**config.mk**
```make
export PLATFORM = sky130hd
export DESIGN_NAME = imm_gen_pipe_flat
export DESIGN_NICKNAME = d
export VERILOG_FILES = /design/src/rtl/imm_gen_pipe_pkg.sv /design/src/rtl/imm_gen_pipe_if.sv /design/src/rtl/imm_gen_pipe_decode.sv /design/src/rtl/imm_gen_pipe.sv /design/src/flat_wrapper.sv
export SDC_FILE = /design/constraint.sdc
export NUM_CORES = 1
export LEC_CHECK = 0
export BUFFER_PORTS_ARGS = -buffer_cell sky130_fd_sc_hd__buf_4
export CAP_MARGIN = 20
export CORE_AREA = 2 2 104 86
export CTS_BUF_LIST = sky130_fd_sc_hd__clkbuf_4 sky130_fd_sc_hd__clkbuf_8 sky130_fd_sc_hd__clkbuf_16
export DETAILED_ROUTE_END_ITERATION = 8
export DIE_AREA = 0 0 106 88
export GPL_TIMING_DRIVEN = 0
export PLACE_DENSITY_LB_ADDON = 0.05
export SLEW_MARGIN = 20
export SYNTH_ARGS = -nofsm -noshare
export SYNTH_HDL_FRONTEND = slang
export SYNTH_SLANG_ARGS = --single-unit
```
**constraint.sdc**
```tcl
create_clock -name clk -period 2.8 [get_ports clk]
set_input_delay 0.56 -clock clk [delete_from_list [all_inputs] [get_ports clk]]
set_output_delay 0.56 -clock clk [all_outputs]
set_load 0.02 [all_outputs]
```
**src/rtl/imm_gen_pipe_pkg.sv**
```systemverilog
`default_nettype none
// ---------------------------------------------------------------------------
// imm_gen_pipe_pkg : format codes, RV32I opcodes and XLEN legality check
// Rev 1.0
// ---------------------------------------------------------------------------
package imm_gen_pipe_pkg;

  typedef enum logic [2:0] {
    FMT_R    = 3'd0,
    FMT_I    = 3'd1,
    FMT_S    = 3'd2,
    FMT_B    = 3'd3,
    FMT_U    = 3'd4,
    FMT_J    = 3'd5,
    FMT_NONE = 3'd7
  } fmt_t;

  localparam logic [6:0] OPC_LUI    = 7'b0110111;
  localparam logic [6:0] OPC_AUIPC  = 7'b0010111;
  localparam logic [6:0] OPC_JAL    = 7'b1101111;
  localparam logic [6:0] OPC_JALR   = 7'b1100111;
  localparam logic [6:0] OPC_LOAD   = 7'b0000011;
  localparam logic [6:0] OPC_OP_IMM = 7'b0010011;
  localparam logic [6:0] OPC_SYSTEM = 7'b1110011;
  localparam logic [6:0] OPC_STORE  = 7'b0100011;
  localparam logic [6:0] OPC_BRANCH = 7'b1100011;
  localparam logic [6:0] OPC_OP     = 7'b0110011;

  function automatic bit xlen_ok(input int xlen);
    return (xlen == 32) || (xlen == 64);
  endfunction

endpackage
`default_nettype wire

```
**src/rtl/imm_gen_pipe_if.sv**
```systemverilog
`default_nettype none
// ---------------------------------------------------------------------------
// imm_gen_pipe_if : instruction-in / immediate-out valid-ready bundle
// Rev 1.0
// ---------------------------------------------------------------------------
interface imm_gen_pipe_if
  import imm_gen_pipe_pkg::*;
#(
  parameter int XLEN = 32
);
  logic            in_valid;
  logic            in_ready;
  logic [31:0]     ir;
  logic            out_valid;
  logic            out_ready;
  logic [XLEN-1:0] imm;
  fmt_t            fmt;
  logic            illegal;

  modport master (
    output in_valid, ir, out_ready,
    input  in_ready, out_valid, imm, fmt, illegal
  );

  modport slave (
    input  in_valid, ir, out_ready,
    output in_ready, out_valid, imm, fmt, illegal
  );
endinterface
`default_nettype wire

```
**src/rtl/imm_gen_pipe_decode.sv**
```systemverilog
`default_nettype none
// ---------------------------------------------------------------------------
// imm_decode : combinational RV32I immediate extraction and format classify
// Rev 1.0
// ---------------------------------------------------------------------------
module imm_decode
  import imm_gen_pipe_pkg::*;
#(
  parameter int XLEN  = 32,
  parameter bit SHAMT = 1'b1
) (
  input  logic [31:0]     ir,
  output logic [XLEN-1:0] imm,
  output fmt_t            fmt,
  output logic            illegal
);

  logic [6:0]      w_opcode;
  logic [2:0]      w_funct3;
  logic [XLEN-1:0] w_imm_i;
  logic [XLEN-1:0] w_imm_s;
  logic [XLEN-1:0] w_imm_b;
  logic [XLEN-1:0] w_imm_u;
  logic [XLEN-1:0] w_imm_j;
  logic [XLEN-1:0] w_shamt;

  assign w_opcode = ir[6:0];
  assign w_funct3 = ir[14:12];

  assign w_imm_i = XLEN'($signed(ir[31:20]));
  assign w_imm_s = XLEN'($signed({ir[31:25], ir[11:7]}));
  assign w_imm_b = XLEN'($signed({ir[31], ir[7], ir[30:25], ir[11:8], 1'b0}));
  assign w_imm_u = XLEN'($signed({ir[31:12], 12'b0}));
  assign w_imm_j = XLEN'($signed({ir[31], ir[19:12], ir[20], ir[30:21], 1'b0}));
  // RV64 shifts carry a 6-bit shamt, RV32 only 5
  assign w_shamt = (XLEN == 64) ? XLEN'(ir[25:20]) : XLEN'(ir[24:20]);

  always_comb begin
    imm     = '0;
    fmt     = FMT_NONE;
    illegal = 1'b0;
    case (w_opcode)
      OPC_LUI, OPC_AUIPC: begin
        imm = w_imm_u;
        fmt = FMT_U;
      end
      OPC_JAL: begin
        imm = w_imm_j;
        fmt = FMT_J;
      end
      OPC_JALR, OPC_LOAD, OPC_SYSTEM: begin
        imm = w_imm_i;
        fmt = FMT_I;
      end
      OPC_OP_IMM: begin
        fmt = FMT_I;
        if (SHAMT && (w_funct3 == 3'b001 || w_funct3 == 3'b101)) imm = w_shamt;
        else                                                   imm = w_imm_i;
      end
      OPC_STORE: begin
        imm = w_imm_s;
        fmt = FMT_S;
      end
      OPC_BRANCH: begin
        imm = w_imm_b;
        fmt = FMT_B;
      end
      OPC_OP: begin
        fmt = FMT_R;
      end
      default: begin
        illegal = 1'b1;
      end
    endcase
  end

endmodule
`default_nettype wire

```
**src/rtl/imm_gen_pipe.sv**
```systemverilog
`default_nettype none
// ---------------------------------------------------------------------------
// imm_gen_pipe : registered immediate generator with 2-entry skid buffer
// Rev 1.0
// ---------------------------------------------------------------------------
module imm_gen_pipe
  import imm_gen_pipe_pkg::*;
#(
  parameter int XLEN  = 32,
  parameter bit SHAMT = 1'b1
) (
  input logic          clk,
  input logic          rst,
  imm_gen_pipe_if.slave bus
);

  generate
    if (!xlen_ok(XLEN)) begin : g_bad_xlen
      $error("imm_gen_pipe: XLEN must be 32 or 64");
    end
  endgenerate

  typedef enum logic [1:0] {
    ST_EMPTY = 2'd0,
    ST_ONE   = 2'd1,
    ST_TWO   = 2'd2
  } state_t;

  state_t          r_state;
  logic            r_in_ready;
  logic            r_out_valid;
  logic [XLEN-1:0] r_imm;
  fmt_t            r_fmt;
  logic            r_illegal;
  logic [XLEN-1:0] r_skid_imm;
  fmt_t            r_skid_fmt;
  logic            r_skid_illegal;

  logic [XLEN-1:0] w_dec_imm;
  fmt_t            w_dec_fmt;
  logic            w_dec_illegal;
  logic            w_accept;
  logic            w_take;

  imm_decode #(
    .XLEN  (XLEN),
    .SHAMT (SHAMT)
  ) u_decode (
    .ir      (bus.ir),
    .imm     (w_dec_imm),
    .fmt     (w_dec_fmt),
    .illegal (w_dec_illegal)
  );

  assign w_accept = bus.in_valid & r_in_ready;
  assign w_take   = r_out_valid & bus.out_ready;

  // in_ready is a register so out_ready never reaches the fetch side combinationally
  always_ff @(posedge clk or posedge rst) begin
    if (rst) begin
      r_state        <= ST_EMPTY;
      r_in_ready     <= 1'b1;
      r_out_valid    <= 1'b0;
      r_imm          <= '0;
      r_fmt          <= FMT_NONE;
      r_illegal      <= 1'b0;
      r_skid_imm     <= '0;
      r_skid_fmt     <= FMT_NONE;
      r_skid_illegal <= 1'b0;
    end else begin
      case (r_state)
        ST_EMPTY: begin
          if (w_accept) begin
            r_imm       <= w_dec_imm;
            r_fmt       <= w_dec_fmt;
            r_illegal   <= w_dec_illegal;
            r_out_valid <= 1'b1;
            r_state     <= ST_ONE;
          end
        end
        ST_ONE: begin
          if (w_take && w_accept) begin
            r_imm     <= w_dec_imm;
            r_fmt     <= w_dec_fmt;
            r_illegal <= w_dec_illegal;
          end else if (w_take) begin
            r_out_valid <= 1'b0;
            r_state     <= ST_EMPTY;
          end else if (w_accept) begin
            r_skid_imm     <= w_dec_imm;
            r_skid_fmt     <= w_dec_fmt;
            r_skid_illegal <= w_dec_illegal;
            r_in_ready     <= 1'b0;
            r_state        <= ST_TWO;
          end
        end
        ST_TWO: begin
          if (w_take) begin
            r_imm      <= r_skid_imm;
            r_fmt      <= r_skid_fmt;
            r_illegal  <= r_skid_illegal;
            r_in_ready <= 1'b1;
            r_state    <= ST_ONE;
          end
        end
        default: begin
          r_state     <= ST_EMPTY;
          r_in_ready  <= 1'b1;
          r_out_valid <= 1'b0;
        end
      endcase
    end
  end

  assign bus.in_ready  = r_in_ready;
  assign bus.out_valid = r_out_valid;
  assign bus.imm       = r_imm;
  assign bus.fmt       = r_fmt;
  assign bus.illegal   = r_illegal;

endmodule
`default_nettype wire

```
**src/flat_wrapper.sv**
```systemverilog
// flat-port wrapper written by rule: the top's interface ports become plain ports
module imm_gen_pipe_flat import imm_gen_pipe_pkg::*;
#(
  parameter int XLEN  = 32,
  parameter bit SHAMT = 1'b1
)
  (clk, rst, bus_in_valid, bus_ir, bus_out_ready, bus_in_ready, bus_out_valid, bus_imm, bus_fmt, bus_illegal);
  imm_gen_pipe_if #(.XLEN(XLEN)) bus_i ();
  input logic clk;
  input logic rst;
  input wire logic [$bits(bus_i.in_valid)-1:0] bus_in_valid;
  input wire logic [$bits(bus_i.ir)-1:0] bus_ir;
  input wire logic [$bits(bus_i.out_ready)-1:0] bus_out_ready;
  output wire logic [$bits(bus_i.in_ready)-1:0] bus_in_ready;
  output wire logic [$bits(bus_i.out_valid)-1:0] bus_out_valid;
  output wire logic [$bits(bus_i.imm)-1:0] bus_imm;
  output wire logic [$bits(bus_i.fmt)-1:0] bus_fmt;
  output wire logic [$bits(bus_i.illegal)-1:0] bus_illegal;
  assign bus_i.in_valid = bus_in_valid;
  assign bus_i.ir = bus_ir;
  assign bus_i.out_ready = bus_out_ready;
  assign bus_in_ready = bus_i.in_ready;
  assign bus_out_valid = bus_i.out_valid;
  assign bus_imm = bus_i.imm;
  assign bus_fmt = bus_i.fmt;
  assign bus_illegal = bus_i.illegal;
  imm_gen_pipe #(.XLEN(XLEN), .SHAMT(SHAMT)) u_core (.clk(clk), .rst(rst), .bus(bus_i));
endmodule
```
==> results of run 1 <==
-- critical path: stages (launching register included) --
cell and delay, ns:
dfrtp_1 0.48, inv_1 0.09, nor2_1 0.65, a31oi_4 0.27
clkbuf_1 0.33, nor3_1 0.22, a211oi_1 0.07
-- registers in the layout, summed over array words and instances, names as in the netlist --
register and flops:
u_core.bus.illegal 1, u_core.r_state 2, u_core.r_skid_imm 32, u_core.r_skid_illegal 1, u_core.r_skid_fmt 3, u_core.bus.imm 32, u_core.bus.in_ready 1, u_core.bus.out_valid 1
u_core.bus.fmt 3
-- cells in the mapped netlist, types with 7 or more instances --
| master | count |
|---|---|
| a21oi_1 | 21 |
| o21ai_0 | 13 |
| dfrtp_1 | 69 |
| nor3_1 | 27 |
| nor2_1 | 52 |
| a211oi_1 | 27 |
| clkbuf_1 | 16 |
| o211ai_1 | 13 |
| dfstp_2 | 7 |
| and3_1 | 8 |
| nand2_1 | 51 |
-- power by group through the flow --
stage | clock network, mW | registers [mW] | logic [mW]
floorplan | 0 | 1.12 | 0.0523
finish | 0.741 | 1.10 | 0.121
global route | 0.821 | 1.10 | 0.136
CTS | 0.765 | 1.10 | 0.123
global placement | 0 | 1.12 | 0.117
detailed placement | 0 | 1.12 | 0.122
-- metrics by stage --
step                area, sq um  setup slack, ns
floorplan                  3600            0.313
global placement           4280           -0.713
detailed placement         4310            0.400
CTS                        4490            0.577
global route               4490            0.357
finish                     4490            0.546
-- per-layer routing --
layer	wire length (um)	vias to the layer above	GRT usage, %
met2	4240	111	33.2
met3	644	9	6.03
met1	4840	1536	33.7
met4	99	0	4.90
met5	0	-	0
li1	-	1538	-
-- path summary, 6_finish.rpt --
path | slack (ns) | to | depth (start not counted)
min | 0.18 | u_core.bus.imm[1]$_DFFE_PP0P_ | 2
min in group clk | 0.36 | u_core.bus.in_ready$_DFFE_PP1P_ | 2
max reg2reg | 0.55 | u_core.bus.imm[2]$_DFFE_PP0P_ | 6
min reg2reg | 0.48 | u_core.r_skid_fmt[0]$_DFFE_PP1P_ | 2
max in group asynchronous | 1.99 | u_core.bus.fmt[2]$_DFFE_PP1P_ | 3
max | 0.55 | u_core.bus.imm[2]$_DFFE_PP0P_ | 6
-- logic make-up after synthesis --
| group | Yosys count | share of synthesized area (%) |
|---|---|---|
| AO/OA/AOI/OAI | 108 | 21.3 |
| XOR/XNOR | 1 | 0.243 |
| multiplexers | 1 | 0.278 |
| AND/OR/NAND/NOR | 167 | 21.3 |
| flip-flops | 76 | 53.0 |
| buffers and inverters | 30 | 3.86 |
-- final cells by class --
class / instances / area (sq um)
Multi-Input combinational cell: 277 / 1550
Fill cell: 810 / 3810
Timing Repair Buffer: 73 / 568
Tap cell: 112 / 140
Buffer: 25 / 120
Inverter: 5 / 21.3
Sequential cell: 76 / 1910
Clock buffer: 10 / 131
Clock inverter: 6 / 41.3
==> flow_metrics.tcl, run 1 <==
set metrics [dict create \
    status "finished clean" \
    htreeDepth 3 \
    synth_flop_cell "dfrtp_1" \
    antenna_found_initial 0 \
    clkSlewWorstSetupHoldPaths_ns 0.08 \
    postSynth.asyncResetShare_pct 100 \
    drt_iter0_drc 185 \
    ir_drop_v 0.000239 \
    wire_per_inst_um 16.8 \
    ys_seq_area_share_pct 53.0 \
    synth_area_leaders "dfrtp_1 (48%), a211oi_1 (5.6%), nor2_1 (5.4%)" \
    critPathKind "flop to flop" \
    period_needed_ns 2.25 \
    startpoint_type "flop" \
    firstDrtPassIters 5 \
    final_core_util_pct 54.1 \
    drv_cap 0 \
    syn_inst 383 \
    post-cts-setup-buffers 0 \
    dieArea_sq_mm 0.00933 \
    worst_setup_path_end_kind "flop" \
    clockRootBuffer "clkbuf_8" \
    switching_share_pct 24.5 \
    cts_hold_buf 0 \
    p_switching_uw 480 \
    cts_tree "done" \
    syn_area_sq_mm 0.00360 \
    p_leak_nw 2.03 \
    tightest_slew_ns 0.849 \
    area_growth_pct 24.5 \
    combPwrFrac_pct 6.2 \
    power_density_mw_per_mm2 437 \
    hold-worst-slack_ns 0.184 \
    ant_nets 0 \
    p_int_mw 1.48 \
    grt_overflow_total 0 \
    initial_core_util_pct 43.4 \
    synth_edf_count 0 \
    yosysTopAreaCellShare_pct 47.9 \
    grt_start_max_net_pins 51 \
    clk_latency_ns 0.35 \
    drt-total-wl_um 9820 \
    grt_pass1_vias 3054 \
    finalPower_mw 1.96 \
    final_max_slew_viol_count 0 \
    fin_skew_ns 0.00891 \
    num_io_pins 74 \
    avgSynthCellArea_sq_um 9.41 \
    final_common_cell "buf_4" \
    grt_pass1_wl_um 16200 \
    drive_gt1_share_pct 23.3 \
    drc_errors 0 \
    arrival_ns 2.46 \
    routabilityCongestion 0.905 \
    final_nets 503 \
    setup_tns_ns 0 \
    io_buffer_count 72 \
    yosys.area.top_type "dfrtp_1" \
    clockBufferDepth 2 \
    reg2reg_from "u_core.r_state[1]$_DFFE_PP0P_" \
    required_ns 3.00 \
    avgViaCountPerCell 5.47 \
    mostFrequentLayoutCells "buf_4 (73), dfrtp_1 (69), nor2_1 (52)" \
    hp-class "input port to async pin" \
    num_vias 3194 \
    ys_warn_count 0 \
    hpwl_um 7210 \
    clkPwrFrac_pct 37.8 \
    die_y_um 88 \
    setup_viol 0 \
    grt_use_total_pct 22.6 \
    numCtsBuffers 9 \
    fin_cells 584 \
    critPathMaxFanout 10 \
    yosysUniqueCellTypes 43 \
    seqPwrFrac_pct 56.0 \
    postCtsResizedCells 0 \
    period_share_pct 80.5 \
    final_hold_viol_count 0 \
    die_x_um 106 \
    clock_sinks 76 \
    core-area_sq_mm 0.00830 \
    synth_seq_cells 76 \
    crit_path_start "u_core.r_state[1]$_DFFE_PP0P_" \
    dp.cells 568 \
    antenna_cells 0 \
    rsz0062_at_grt "false" \
    fmax_mhz 444 \
    fp-row-count 30 \
    syn-num-nets 419 \
    maxSlewHeadroom_pct 43.2 \
]
(Power assumes the default switching activity.)
==> run 2: changes to the inputs <==
- ABC_AREA: not set -> 1
- CORE_AREA: 2 2 104 86 -> 2 2 113 93
- DIE_AREA: 0 0 106 88 -> 0 0 115 95
- clock period: 2.8 -> 2.3 ns (I/O delays scaled with it)
==> flow_metrics.tcl, run 2 <==
set metrics [dict create \
    status "finished clean" \
    clk_latency_ns 0.34 \
    grt_overflow_total 0 \
    num_vias 4301 \
    fp-row-count 33 \
    placed_area_sq_mm 0.00503 \
    synth_area_leaders "dfrtp_1 (40%), nand2_1 (20%), nor2_1 (5.4%)" \
    final_max_slew_viol_count 0 \
    postCtsResizedCells 0 \
    grt_use_total_pct 23.9 \
    ant_nets 0 \
    grt_pass1_wl_um 20000 \
    synth_flop_cell "dfrtp_1" \
    ys_seq_area_share_pct 44.6 \
    htreeDepth 3 \
    startpoint_type "flop" \
    routabilityCongestion 0.865 \
    fmax_mhz 500 \
    dieArea_sq_mm 0.0109 \
    clockBufferDepth 2 \
    yosysTopAreaCellShare_pct 40.3 \
    drive_gt1_share_pct 18.5 \
    die_x_um 115 \
    worst_setup_path_end_kind "flop" \
    drt_iter0_drc 274 \
    synth_most_common_cell "nand2_1" \
    power_density_mw_per_mm2 570 \
    initial_core_util_pct 43.3 \
    required_ns 2.58 \
    critPathMaxFanout 10 \
    post-cts-setup-buffers 0 \
    ys_warn_count 0 \
    cts_tree "done" \
    final_common_cell "nand2_1" \
    p_leak_nw 3.24 \
    fin_skew_ns 0.00360 \
    grt_pass1_vias 4112 \
    antenna_cells 0 \
    die_y_um 95 \
    mostFrequentLayoutCells "nand2_1 (226), buf_4 (74), dfrtp_1 (69)" \
    critPathKind "flop to flop" \
    antenna_found_initial 0 \
    synth_commonest_cells "nand2_1 (226), dfrtp_1 (69), nor2_1 (62)" \
    synth_edf_count 0 \
    tightest_slew_ns 0.572 \
    wire_per_inst_um 14.5 \
    setup_tns_ns 0 \
    syn-num-nets 652 \
    rsz0062_at_grt "false" \
    ir_drop_v 0.000350 \
    period_share_pct 86.9 \
    arrival_ns 2.28 \
    hpwl_um 8820 \
    core-area_sq_mm 0.00991 \
    period_needed_ns 2.00 \
    numCtsBuffers 9 \
    hp-class "input port to async pin" \
    clkSlewWorstSetupHoldPaths_ns 0.06 \
    setup_viol 0 \
    grt_start_max_net_pins 32 \
    finalInstanceArea_sq_mm 0.00536 \
    syn_inst 616 \
    final_hold_viol_count 0 \
    syn_area_sq_mm 0.00429 \
    yosysUniqueCellTypes 26 \
    drt-total-wl_um 12000 \
    avgViaCountPerCell 5.19 \
    maxSlewHeadroom_pct 61.8 \
    drc_errors 0 \
    clockRootBuffer "clkbuf_16" \
    firstDrtPassIters 5 \
    cts_hold_buf 0 \
    area_growth_pct 24.9 \
    yosys.area.top_type "dfrtp_1" \
    clock_sinks 76 \
    postSynth.asyncResetShare_pct 100 \
    fillCellCount 1021 \
    drv_cap 0 \
    num_io_pins 74 \
    avgSynthCellArea_sq_um 6.96 \
    synth_seq_cells 76 \
    io_buffer_count 73 \
    final_nets 738 \
]
## run 2: changes by cell type after synthesis, moves of 8 or more
cell,previous run,this run
o211ai_1,13,0
nand3_1,4,44
nor2_1,52,62
nor3_1,27,1
and3_1,8,0
o21ai_0,13,45
a211oi_1,27,0
inv_1,5,57
nand4_1,1,27
nand2_1,51,226
## run 2: cell families (layout without fill, tap and decap cells)
kind of cell / Yosys count / after routing / share of synthesized area [%]
AO/OA/AOI/OAI: 75 / 75 / 8.90
AND/OR/NAND/NOR: 373 / 373 / 37.3
flip-flops: 76 / 76 / 44.6
buffers and inverters: 92 / 183 / 9.28
## run 2: per-layer routing
layer | share of wire [%] | global-route usage [%] | up-vias
met5 | 0 | 0 | -
met4 | 1.7 | 8.33 | 0
met3 | 5.3 | 4.75 | 15
met2 | 43 | 36.6 | 140
met1 | 50 | 33.8 | 2022
li1 | - | - | 2124
## run 2: area by class of cell
cell class / instances / area (sq um) / share of cell area, %
timing repair buffer: 75 / 588 / 11.0
inverter: 61 / 233 / 4.34
clock inverter: 7 / 98.8 / 1.85
buffer: 31 / 169 / 3.15
tap: 122 / 153 / 2.85
clock buffer: 9 / 225 / 4.20
multi-input combinational: 448 / 1980 / 37.0
sequential: 76 / 1910 / 35.7
## run 2: where the power goes
part / leakage [nW] / internal [mW] / switching (mW)
registers: 0.974 / 1.34 / 0
clock network: 0.156 / 0.955 / 0.589
logic: 2.11 / 0.0685 / 0.105
## run 2: critical path: stages (launching register included)
cell	delay, ns
dfstp_2	0.54
nand2_1	0.10
nor3_1	0.31
o21ai_2	0.19
clkbuf_1	0.31
a21oi_1	0.21
o21ai_0	0.18
nand2_1	0.11
## run 2: stage by stage
stage	setup WS [ns]	hold slack (ns)	cells	util [%]	power (mW)
detailed placement	0.246	0.457	813	50.8	1.54
global placement	0.256	0.455	811	50.4	1.53
floorplan	0.707	0.448	616	-	1.44
CTS	0.337	0.130	829	54.1	3.09
global route	0.197	0.143	829	54.1	3.16
finish	0.301	0.123	829	54.1	3.06
## run 2: path summary, 6_finish.rpt
path / depth (start not counted) / slack, ns / start / endpoint
min in group clk: 4 / 0.38 / bus_in_valid / u_core.bus.in_ready$_DFFE_PP1P_
min reg2reg: 2 / 0.47 / u_core.bus.fmt[1]$_DFFE_PP1P_ / u_core.bus.fmt[1]$_DFFE_PP1P_
max in group asynchronous: 3 / 1.62 / rst / u_core.bus.in_ready$_DFFE_PP1P_
min: 2 / 0.12 / rst / u_core.bus.imm[24]$_DFFE_PP0P_
max: 7 / 0.30 / u_core.bus.in_ready$_DFFE_PP1P_ / u_core.bus.imm[11]$_DFFE_PP0P_
max reg2reg: 7 / 0.30 / u_core.bus.in_ready$_DFFE_PP1P_ / u_core.bus.imm[11]$_DFFE_PP0P_
